--- config.mk ---
export PLATFORM = sky130hd
export DESIGN_NAME = frame_bit_counter
export DESIGN_NICKNAME = d
export VERILOG_FILES = /design/src/rtl/frame_bit_counter.sv
export SDC_FILE = /design/constraint.sdc
export NUM_CORES = 1
export LEC_CHECK = 0
export CAP_MARGIN = 20
export CELL_PAD_IN_SITES_DETAIL_PLACEMENT = 0
export CELL_PAD_IN_SITES_GLOBAL_PLACEMENT = 1
export CORE_MARGIN = 10
export CORE_UTILIZATION = 37
export CTS_CLUSTER_DIAMETER = 80
export CTS_CLUSTER_SIZE = 10
export DETAILED_ROUTE_END_ITERATION = 10
export PLACE_DENSITY = 0.88
export SYNTH_ARGS = -nofsm -noshare
export SYNTH_HDL_FRONTEND = slang
export SYNTH_SLANG_ARGS = --single-unit
--- constraint.sdc ---
create_clock -name sr_clk -period 1.65 [get_ports sr_clk]
set_input_delay 0.33 -clock sr_clk [delete_from_list [all_inputs] [get_ports sr_clk]]
set_output_delay 0.33 -clock sr_clk [all_outputs]
set_load 0.02 [all_outputs]
--- src/rtl/frame_bit_counter.sv ---
// Oversampled serial-frame bit sequencer: walks start, data, optional parity and
// stop slots, with a mid-bit sample pulse and a one-cycle frame-complete pulse.
module frame_bit_counter #(
    parameter int DATA_BITS  = 8,
    parameter int OVERSAMPLE = 16,
    parameter int PARITY_EN  = 0,
    parameter int STOP_BITS  = 1
) (
    input  logic       sr_clk,
    input  logic       reset,
    input  logic       enable,
    input  logic       start,
    input  logic       clear,
    output logic       busy,
    output logic       sample_strobe,
    output logic [3:0] state,
    output logic       data_slot,
    output logic       parity_slot,
    output logic       stop_slot,
    output logic       finish
);

    localparam int FRAME_BITS = 1 + DATA_BITS + PARITY_EN + STOP_BITS;

    localparam logic [5:0] SAMPLE_LAST = 6'(OVERSAMPLE - 1);
    localparam logic [5:0] SAMPLE_MID  = 6'(OVERSAMPLE / 2 - 1);
    localparam logic [3:0] BIT_LAST    = 4'(FRAME_BITS - 1);
    localparam logic [3:0] DATA_LAST   = 4'(DATA_BITS);
    localparam logic [3:0] PARITY_IDX  = 4'(DATA_BITS + 1);
    localparam logic [3:0] STOP_FIRST  = 4'(1 + DATA_BITS + PARITY_EN);

    typedef enum logic [1:0] {
        IDLE  = 2'd0,
        COUNT = 2'd1,
        DONE  = 2'd2
    } fsm_t;

    fsm_t       fsm_q, fsm_d;
    logic [5:0] sample_cnt_q, sample_cnt_d;
    logic [3:0] bit_cnt_q, bit_cnt_d;

    always_ff @(posedge sr_clk or negedge reset) begin
        if (!reset) begin
            fsm_q        <= IDLE;
            sample_cnt_q <= '0;
            bit_cnt_q    <= '0;
        end else begin
            fsm_q        <= fsm_d;
            sample_cnt_q <= sample_cnt_d;
            bit_cnt_q    <= bit_cnt_d;
        end
    end

    always_comb begin
        fsm_d        = fsm_q;
        sample_cnt_d = sample_cnt_q;
        bit_cnt_d    = bit_cnt_q;
        if (clear) begin
            fsm_d        = IDLE;
            sample_cnt_d = '0;
            bit_cnt_d    = '0;
        end else begin
            unique case (fsm_q)
                IDLE: begin
                    if (start && enable) begin
                        fsm_d        = COUNT;
                        sample_cnt_d = '0;
                        bit_cnt_d    = '0;
                    end
                end
                COUNT: begin
                    if (enable) begin
                        if (sample_cnt_q == SAMPLE_LAST) begin
                            sample_cnt_d = '0;
                            // Last slot wraps into DONE instead of advancing the bit index.
                            if (bit_cnt_q == BIT_LAST) begin
                                fsm_d     = DONE;
                                bit_cnt_d = '0;
                            end else begin
                                bit_cnt_d = bit_cnt_q + 4'd1;
                            end
                        end else begin
                            sample_cnt_d = sample_cnt_q + 6'd1;
                        end
                    end
                end
                DONE: begin
                    fsm_d        = IDLE;
                    sample_cnt_d = '0;
                    bit_cnt_d    = '0;
                end
                default: begin
                    fsm_d        = IDLE;
                    sample_cnt_d = '0;
                    bit_cnt_d    = '0;
                end
            endcase
        end
    end

    // All outputs decode straight from registers so reset clears them immediately.
    logic in_count;
    assign in_count      = (fsm_q == COUNT);
    assign busy          = in_count;
    assign sample_strobe = in_count && enable && (sample_cnt_q == SAMPLE_MID);
    assign state         = in_count ? bit_cnt_q : 4'd0;
    assign data_slot     = in_count && (bit_cnt_q >= 4'd1) && (bit_cnt_q <= DATA_LAST);
    assign parity_slot   = in_count && (PARITY_EN != 0) && (bit_cnt_q == PARITY_IDX);
    assign stop_slot     = in_count && (bit_cnt_q >= STOP_FIRST);
    assign finish        = (fsm_q == DONE);

endmodule

# --- Word level (Yosys, flattened, before mapping) ---
# Index checks and enable logic that the tools add are counted.
# Widths: inputs -> output; s select.
word_totals:
  reg_bits: 12
  inputBits: 5
  output_inout_bits: 10
classes:
  n_addsub: 2
  magnitude_cmp: 3
  n_eq_ne: 9
  n_mux: 18
  n_reduce_logical: 10
ops:
  columns: ["operator", "n"]
  rows:
  - ["$mux 4", 6]
  - ["$mux 6", 4]
  - ["$pmux 6 s2", 1]
  - ["$mux 2", 5]
  - ["$pmux 4 s2", 1]
  - ["$add 6x1->6 const B", 1]
  - ["$eq 6x3->1 const B", 1]
  - ["$eq 6x4->1 const B", 1]
  - ["$logic_and 1x1->1", 6]
  - ["$ne 3x2->1 const B", 2]
  - ["$ne 3x3->1 const B", 2]
  - ["$add 4x1->4 const B", 1]
  - ["$eq 4x4->1 const B", 1]
  - ["$ge 4x1->1 const B", 1]
  - ["$ge 4x4->1 const B", 1]
  - ["$le 4x4->1 const B", 1]
  - ["$pmux 2 s2", 1]
  - ["$reduce_and 4->1", 1]
  - ["$reduce_and 3->1", 1]
  - ["$eq 2x1->1 const B", 1]
  - ["$eq 2x2->1 const B", 1]
  - ["$logic_not 2->1", 1]
  - ["$reduce_and 2->1", 1]

# --- Longest topological paths before layout ---
# Gate-level depths: netlist of the first run.
depth:
  word_depth: 6
  depth_mapped: 5
  depth_no_buf: 5

# --- Worst setup path after synthesis of the first run ---
# Ideal clock, no wire load.
synth_timing:
  path_kind: "flip-flop to output port"
  from: "register fsm_q[0]"
  to: "output port stop_slot"
  t_arrival_ns: 1.566
  path_slack_ns: -0.246
  stages_incl_launch_ff: 4
  path_buffers: 0
  path_cell_list: "dfrtp_1 > nor2b_1 > and2_1 > nor2b_1"
synth_via:
  elab_chain_cells: 2
synth_lines:
  columns: ["element", "line", "rtl"]
  rows:
  - ["start: declaration", "38", "fsm_t fsm_q, fsm_d;"]
  - ["start signal: assignment", "48", "fsm_q <= fsm_d;"]
  - ["$eq 2x1->1", "103", "assign in_count = (fsm_q == COUNT);"]
  - ["named net busy", "14", "output logic busy,"]
  - ["$logic_and 1x1->1", "109", "assign stop_slot = in_count && (bit_cnt_q >= STOP_FIRST);"]
  - ["end: declaration", "19", "output logic stop_slot,"]
# The timed path passes the listed nets, and every way through them passes these cells.

# --- Worst setup path in the final report of the first run ---
layout_timing:
  from: "register sample_cnt_q[1]"
  to: "output port sample_strobe"
layout_via:
  elab_chain_cells: 2
layout_lines:
  columns: ["element", "line", "rtl"]
  rows:
  - ["start: declaration", "39", "logic [5:0] sample_cnt_q, sample_cnt_d;"]
  - ["start signal: assignment", "49", "sample_cnt_q <= sample_cnt_d;"]
  - ["$eq 6x3->1", "105", "assign sample_strobe = in_count && enable && (sample_cnt_q == SAMPLE_MID);"]
  - ["$logic_and 1x1->1", "105", null]
  - ["end: declaration", "15", "output logic sample_strobe,"]
# No other way between the ends.

==> run_results.csv, run 1 <==
group,metric,value,unit
status,run_status,"finished with violations",
status,failed_checks,"setup timing",
routing,initialDrtViolationCount,20,
global_route,global_route_wire_length_before_repair,3510,um
floorplan,core_region_area,1940,um2
timing,timing.setup.tns,-0.170,ns
setup_path,timing.rr.start,"fsm_q[0]",
final_layout,finalNetCount,137,
power,power_density_of_the_placed_cells,716,nW/um2
floorplan,die-height,65.1,um
logic_synthesis,yosysWarningCount,0,
timing,final.min_clock_period,1.75,ns
place,gp_routability_congestion,0.892,
clock_network,clock_tree.buffer_depth,2,
final_layout,antenna_cells_inserted,0,
clock_network,cts.sinks,12,
final_layout,final_cells,157,
floorplan,fp.dieArea,4240,um2
timing,grt_setup_unrepaired,"yes",
routing,drc_errors,0,
clock_network,clock_latency,0.27,ns
logic_synthesis,synth-seq-area-share,39.9,%
floorplan,chipWidth,65.1,um
place,place_inst,147,
flow_run,drv_cap,0,
place,detailedPlacementHpwl,1590,um
setup_path,start_kind,"flip-flop",
clock_network,h-tree-depth,1,
routing,via_per_inst,5.14,
global_route,grt_overflow,0,
clock_network,clock_tree_from_tritoncts,"yes",
timing,setup_slack,-0.0985,ns
final_layout,leading_cell_types_in_the_layout_fill_and_taps_excluded,"sky130_fd_sc_hd__buf_4, sky130_fd_sc_hd__dfrtp_1, sky130_fd_sc_hd__nand2_1",
place,io_buf_count,13,
global_route,grt_pass1_vias,806,
logic_synthesis,mapped_area,753,um2
logic_synthesis,synth_cells,83,
timing,worst_slew_margin_rel,62.4,%
global_route,grtUsageTotal,10.4,%
timing,finalHoldViolCount,0,
setup_path,reg2reg_to,"fsm_q[1]",
floorplan,floorplan.initialDensity,38.8,%
clock_network,path_clk_slew,0.08,ns
setup_path,cp_data_arrival_time,1.42,ns
setup_path,critical_path_required,1.32,ns
routing,postRouteWirelength,2210,um
floorplan,placement_rows,16,
clock_network,postCtsHoldBufs,0,
timing,skew,0.00280,ns
setup_path,reg2reg_slack,-0.04,ns
setup_path,criticalPathCategory,"reg2out",
timing,worstMarginPinSlew,0.563,ns
routing,routed_wire_length_per_instance,14.1,um
logic_synthesis,synth.ff_latch_count,12,
logic_synthesis,postSynthNetCount,89,
timing,fin_crit_sh,106,%
final_layout,layout.cells.most_common,"sky130_fd_sc_hd__buf_4",
clock_network,numCtsBuffers,3,
final_layout,layout-drive-gt1-share,47.7,%
setup_path,r2r_cells,6,
timing,max_freq,0.572,GHz
logic_synthesis,yosys.cell_types.count,33,
routing,detailedRoute.firstPassIterationCount,4,
global_route,number_of_antenna_violations_at_the_first_check_in_global_routing,0,
setup_path,path_max_fanout,2,
clock_network,cts-root-buf,"sky130_fd_sc_hd__clkbuf_4",
logic_synthesis,avg_cell_area_syn,9.07,um2
timing,hold_ws,0.415,ns
power,vdd_drop_max,0.617,mV
final_layout,post-route-util,64.0,%
timing,setup_violations,3,
setup_path,end_kind,"output port",
global_route,grt_max_degree,13,
floorplan,io_pins,15,
routing,route.vias.total,807,
timing,drv_slew,0,
routing,ant_nets,0,
min_path,min_path_type,"in2async",
final_layout,layout-area-overhead-vs-synth,65.1,%
power,leakage,0.556,nW
[cell type report]
| cell class | count | area (um2) |
|---|---|---|
| clock buffers | 4 | 36.3 |
| multi-input cells | 67 | 520 |
| flip-flops and latches | 12 | 300 |
| repair buffers | 44 | 342 |
| inverters | 3 | 11.3 |
| fillers | 167 | 698 |
| well taps | 27 | 33.8 |
[logic make-up (layout without fill, tap and decap cells)]
kind of cell	count (synthesis)	after routing	share of synthesized area (%)
muxes	1	1	1.33
DFF	12	12	39.9
buffers and inverters	4	51	2.49
AOI/OAI and AO/OA	19	19	16.4
adders and majority gates	1	1	1.66
other	1	1	0.498
xor gates and xnor gates	4	4	4.65
and+or+nand+nor	41	41	33.1
[where the power goes]
group	total, mW	internal (mW)	switching (mW)
combinational	0.327	0.175	0.152
clock	0.236	0.134	0.102
sequential	0.327	0.313	0.0144
total	0.890	0.622	0.268
[cells in the mapped netlist]
library cell,number,area [um2]
sky130_fd_sc_hd__nor2_1,5,18.8
sky130_fd_sc_hd__or3b_1,1,8.76
sky130_fd_sc_hd__ha_1,1,12.5
sky130_fd_sc_hd__nand4bb_1,1,11.3
sky130_fd_sc_hd__a21oi_1,3,15.0
sky130_fd_sc_hd__a211oi_1,2,15.0
sky130_fd_sc_hd__nor3_1,1,5.00
sky130_fd_sc_hd__nand2_1,8,30.0
sky130_fd_sc_hd__a21o_1,1,7.51
sky130_fd_sc_hd__xnor2_1,4,35.0
sky130_fd_sc_hd__buf_4,1,7.51
sky130_fd_sc_hd__or3_1,2,12.5
sky130_fd_sc_hd__a2111oi_0,2,17.5
sky130_fd_sc_hd__nand3_1,4,20.0
sky130_fd_sc_hd__and2_0,1,6.26
sky130_fd_sc_hd__and2b_2,2,17.5
sky130_fd_sc_hd__nor4bb_1,2,20.0
sky130_fd_sc_hd__nor2b_1,3,18.8
sky130_fd_sc_hd__conb_1,1,3.75
sky130_fd_sc_hd__or4b_1,1,10.0
sky130_fd_sc_hd__mux2i_1,1,10.0
sky130_fd_sc_hd__o311ai_0,1,8.76
sky130_fd_sc_hd__and2_1,5,31.3
sky130_fd_sc_hd__or3_2,1,7.51
sky130_fd_sc_hd__o211a_1,1,10.0
sky130_fd_sc_hd__and2_2,1,7.51
sky130_fd_sc_hd__o211ai_1,2,15.0
sky130_fd_sc_hd__nand3b_1,1,7.51
sky130_fd_sc_hd__dfrtp_1,12,300
sky130_fd_sc_hd__and3_1,1,6.26
sky130_fd_sc_hd__and4b_1,1,10.0
sky130_fd_sc_hd__inv_1,3,11.3
sky130_fd_sc_hd__o21ai_0,7,35.0
[routing by layer]
layer / GRT usage [%] / share of wire, %
met5: 0 / 0
met3: 2.88 / 5.2
met1: 10.1 / 40
met4: 6.95 / 1.7
met2: 19.0 / 53
[sequential cells by signal, summed over array words and instances, names as in the netlist]
register / cells
bit_cnt_q: 4
fsm_q: 2
sample_cnt_q: 6
[worst max path at each step]
stage	start	endpoint	slack, ns	cells after the start
after floorplan	fsm_q[0]	stop_slot	0.0003	3
after global placement	enable	sample_strobe	-0.38	3
after detailed placement	sample_cnt_q[0]	sample_strobe	-0.41	4
after CTS	sample_cnt_q[0]	sample_strobe	-0.08	4
after global routing	sample_cnt_q[0]	sample_strobe	-0.15	4
final	sample_cnt_q[1]	sample_strobe	-0.1	4
[what timing repair did]
item	4_1_cts	5_1_grt
buffers inserted	4	3
gates resized for setup	42	15
endpoints found under the setup margin	13	18
pin swaps	6	9
[critical path, cell delays in order (launching register included)]
cell and delay [ns]:
sky130_fd_sc_hd__dfrtp_1 0.36, sky130_fd_sc_hd__ha_2 0.18, sky130_fd_sc_hd__nor4bb_4 0.24, sky130_fd_sc_hd__and4b_1 0.25
sky130_fd_sc_hd__buf_6 0.12
[stage by stage]
step	setup slack [ns]	instance area [um2]	total power, mW
6_report	-0.0985	1240	0.890
3_5_place_dp	-0.414	1100	0.614
2_1_floorplan	0.000299	758	0.456
4_1_cts	-0.0814	1180	0.862
3_3_place_gp	-0.375	1100	0.607
5_1_grt	-0.149	1240	0.943
No activity file was read; power rests on OpenSTA's default activity.
==> inputs of run 2 (changes only) <==
==> constraint.sdc (replaced) <==
create_clock -name sr_clk -period 1.62 [get_ports sr_clk]
set_input_delay 0.324 -clock sr_clk [delete_from_list [all_inputs] [get_ports sr_clk]]
set_output_delay 0.324 -clock sr_clk [all_outputs]
set_load 0.02 [all_outputs]
==> run 2 against run 1 <==
The run still ends with setup timing left. Worst setup slack got worse by 0.0067 ns. First-iteration DRC count grew 25%. Register-to-register slack hardly changed. Utilization rose by 0.45 points. Critical endpoint unchanged. Largest power group unchanged.
==> run_results.csv, run 2 (same netlist as run 1, synthesis figures left out) <==
group,metric,value,unit
setup_path,worst_setup_path_startpoint,"sample_cnt_q[0]",
routing,initialDrtViolationCount,25,
timing,max_freq,0.580,GHz
routing,postRouteWirelength,2230,um
place,io_buf_count,13,
floorplan,fp.dieArea,4240,um2
setup_path,cp_data_arrival_time,1.40,ns
power,leakage,0.542,nW
floorplan,io_pins,15,
setup_path,path_max_fanout,2,
routing,ant_nets,0,
final_layout,final_cells,154,
power,power_density_of_the_placed_cells,728,nW/um2
clock_network,cts.sinks,12,
floorplan,placement_rows,16,
floorplan,die-height,65.1,um
routing,detailedRoute.firstPassIterationCount,4,
status,run_status,"finished with violations",
final_layout,layout-area-overhead-vs-synth,66.3,%
final_layout,top_regs,"sample_cnt_q (6), bit_cnt_q (4), fsm_q (2)",
global_route,grtUsageTotal,10.7,%
final_layout,largest_register_ffs,6,
setup_path,reg2reg_slack,-0.04,ns
timing,fin_crit_sh,106,%
setup_path,r2r_cells,4,
final_layout,stdcell_area,1250,um2
routing,route.vias.total,774,
routing,drc_errors,0,
final_layout,layout-drive-gt1-share,47.2,%
clock_network,clock_tree.buffer_depth,2,
clock_network,numCtsBuffers,3,
place,placement.setup.worst_slack,-0.405,ns
flow_run,drv_cap,0,
place,gp_routability_congestion,0.889,
global_route,grt_overflow,0,
clock_network,h-tree-depth,1,
place,place_inst,148,
final_layout,top_register,"sample_cnt_q",
clock_network,path_clk_slew,0.09,ns
global_route,number_of_antenna_violations_at_the_first_check_in_global_routing,0,
routing,via_per_inst,5.03,
timing,drv_slew,0,
place,detailedPlacementHpwl,1640,um
timing,setup_violations,3,
setup_path,start_kind,"flip-flop",
timing,final.min_clock_period,1.73,ns
global_route,global_route_wire_length_before_repair,3670,um
floorplan,core_region_area,1940,um2
floorplan,chipWidth,65.1,um
final_layout,layout.area.seq,300,um2
setup_path,criticalPathCategory,"reg2out",
power,vdd_drop_max,0.529,mV
clock_network,clock_tree_from_tritoncts,"yes",
setup_path,reg2reg_to,"bit_cnt_q[3]",
status,failed_checks,"setup timing",
timing,skew,0.00858,ns
final_layout,leading_cell_types_in_the_layout_fill_and_taps_excluded,"sky130_fd_sc_hd__buf_4, sky130_fd_sc_hd__dfrtp_1, sky130_fd_sc_hd__nand2_1",
timing,hold_ws,0.336,ns
final_layout,layout.cells.most_common,"sky130_fd_sc_hd__buf_4",
floorplan,floorplan.initialDensity,38.8,%
min_path,min_path_type,"in2async",
place,dpl-instance-area,1110,um2
routing,routed_wire_length_per_instance,14.5,um
timing,finalHoldViolCount,0,
setup_path,critical_path_required,1.30,ns
clock_network,clock_latency,0.29,ns
global_route,grt_max_degree,13,
final_layout,finalNetCount,134,
global_route,grt_pass1_vias,826,
final_layout,antenna_cells_inserted,0,
final_layout,layout.filler_cells,170,
setup_path,end_kind,"output port",
timing,grt_setup_unrepaired,"yes",
clock_network,cts-root-buf,"sky130_fd_sc_hd__clkbuf_4",
final_layout,multi_input_comb_area,542,um2
timing,setup_slack,-0.105,ns
setup_path,timing.rr.start,"fsm_q[1]",
## run 2: cell types whose count changed in the layout (fill, tap and decap cells not counted), sizes merged
cell,previous run,this run
clkdlybuf4s15,1,0
buf,37,36
clkbuf,6,5
## run 2: final cells by class
type                            instances  share of cell area, %
Clock buffer                            4                   2.90
Inverter                                3                  0.899
Timing Repair Buffer                   41                   26.3
Multi-Input combinational cell         67                   43.3
Sequential cell                        12                   24.0
Tap cell                               27                   2.70
## run 2: what timing repair did
item                                    4_1_cts  5_1_grt
setup buffers                                 2        0
gates cloned                                  0        0
resized for setup                            50       16
pin swaps                                     7        3
hold buffers                                  0        0
endpoints found under the setup margin       14       20
## run 2: layer usage
metal	GRT usage, %	vias up	part of all wire, %
li1	-	389	-
met1	10.9	355	41
met2	20.6	23	53
met3	2.20	7	4.4
met4	4.01	0	1.7
met5	0	-	0
## run 2: critical path, cell delays in order, from the launching register on
cell and delay, ns:
sky130_fd_sc_hd__dfrtp_1 0.36, sky130_fd_sc_hd__ha_2 0.19, sky130_fd_sc_hd__nor4bb_4 0.21, sky130_fd_sc_hd__and4b_1 0.23
sky130_fd_sc_hd__buf_4 0.14
## run 2: where the power goes
group | total [mW] | internal (mW) | switching, mW
Clock | 0.250 | 0.137 | 0.113
Combinational | 0.330 | 0.170 | 0.160
Sequential | 0.332 | 0.318 | 0.0136
Total | 0.912 | 0.626 | 0.286
## run 2: how the worst max path moves through the flow
| stage | endpoint | slack [ns] | depth (start not counted) |
|---|---|---|---|
| after floorplan | sample_strobe | 0.07 | 3 |
| final | sample_strobe | -0.11 | 4 |
| after detailed placement | sample_strobe | -0.40 | 3 |
| after CTS | sample_strobe | -0.12 | 4 |
| after global routing | sample_strobe | -0.16 | 4 |
| after global placement | sample_strobe | -0.40 | 3 |
## run 2: through the flow
stage | util (%) | total power, mW | TNS (ns)
3_3_place_gp | 57.4 | 0.625 | -3.14
5_1_grt | 64.5 | 0.954 | -0.457
3_5_place_dp | 57.4 | 0.635 | -3.48
4_1_cts | 63.2 | 0.903 | -0.195
6_report | 64.5 | 0.912 | -0.161
2_1_floorplan | - | 0.471 | 0
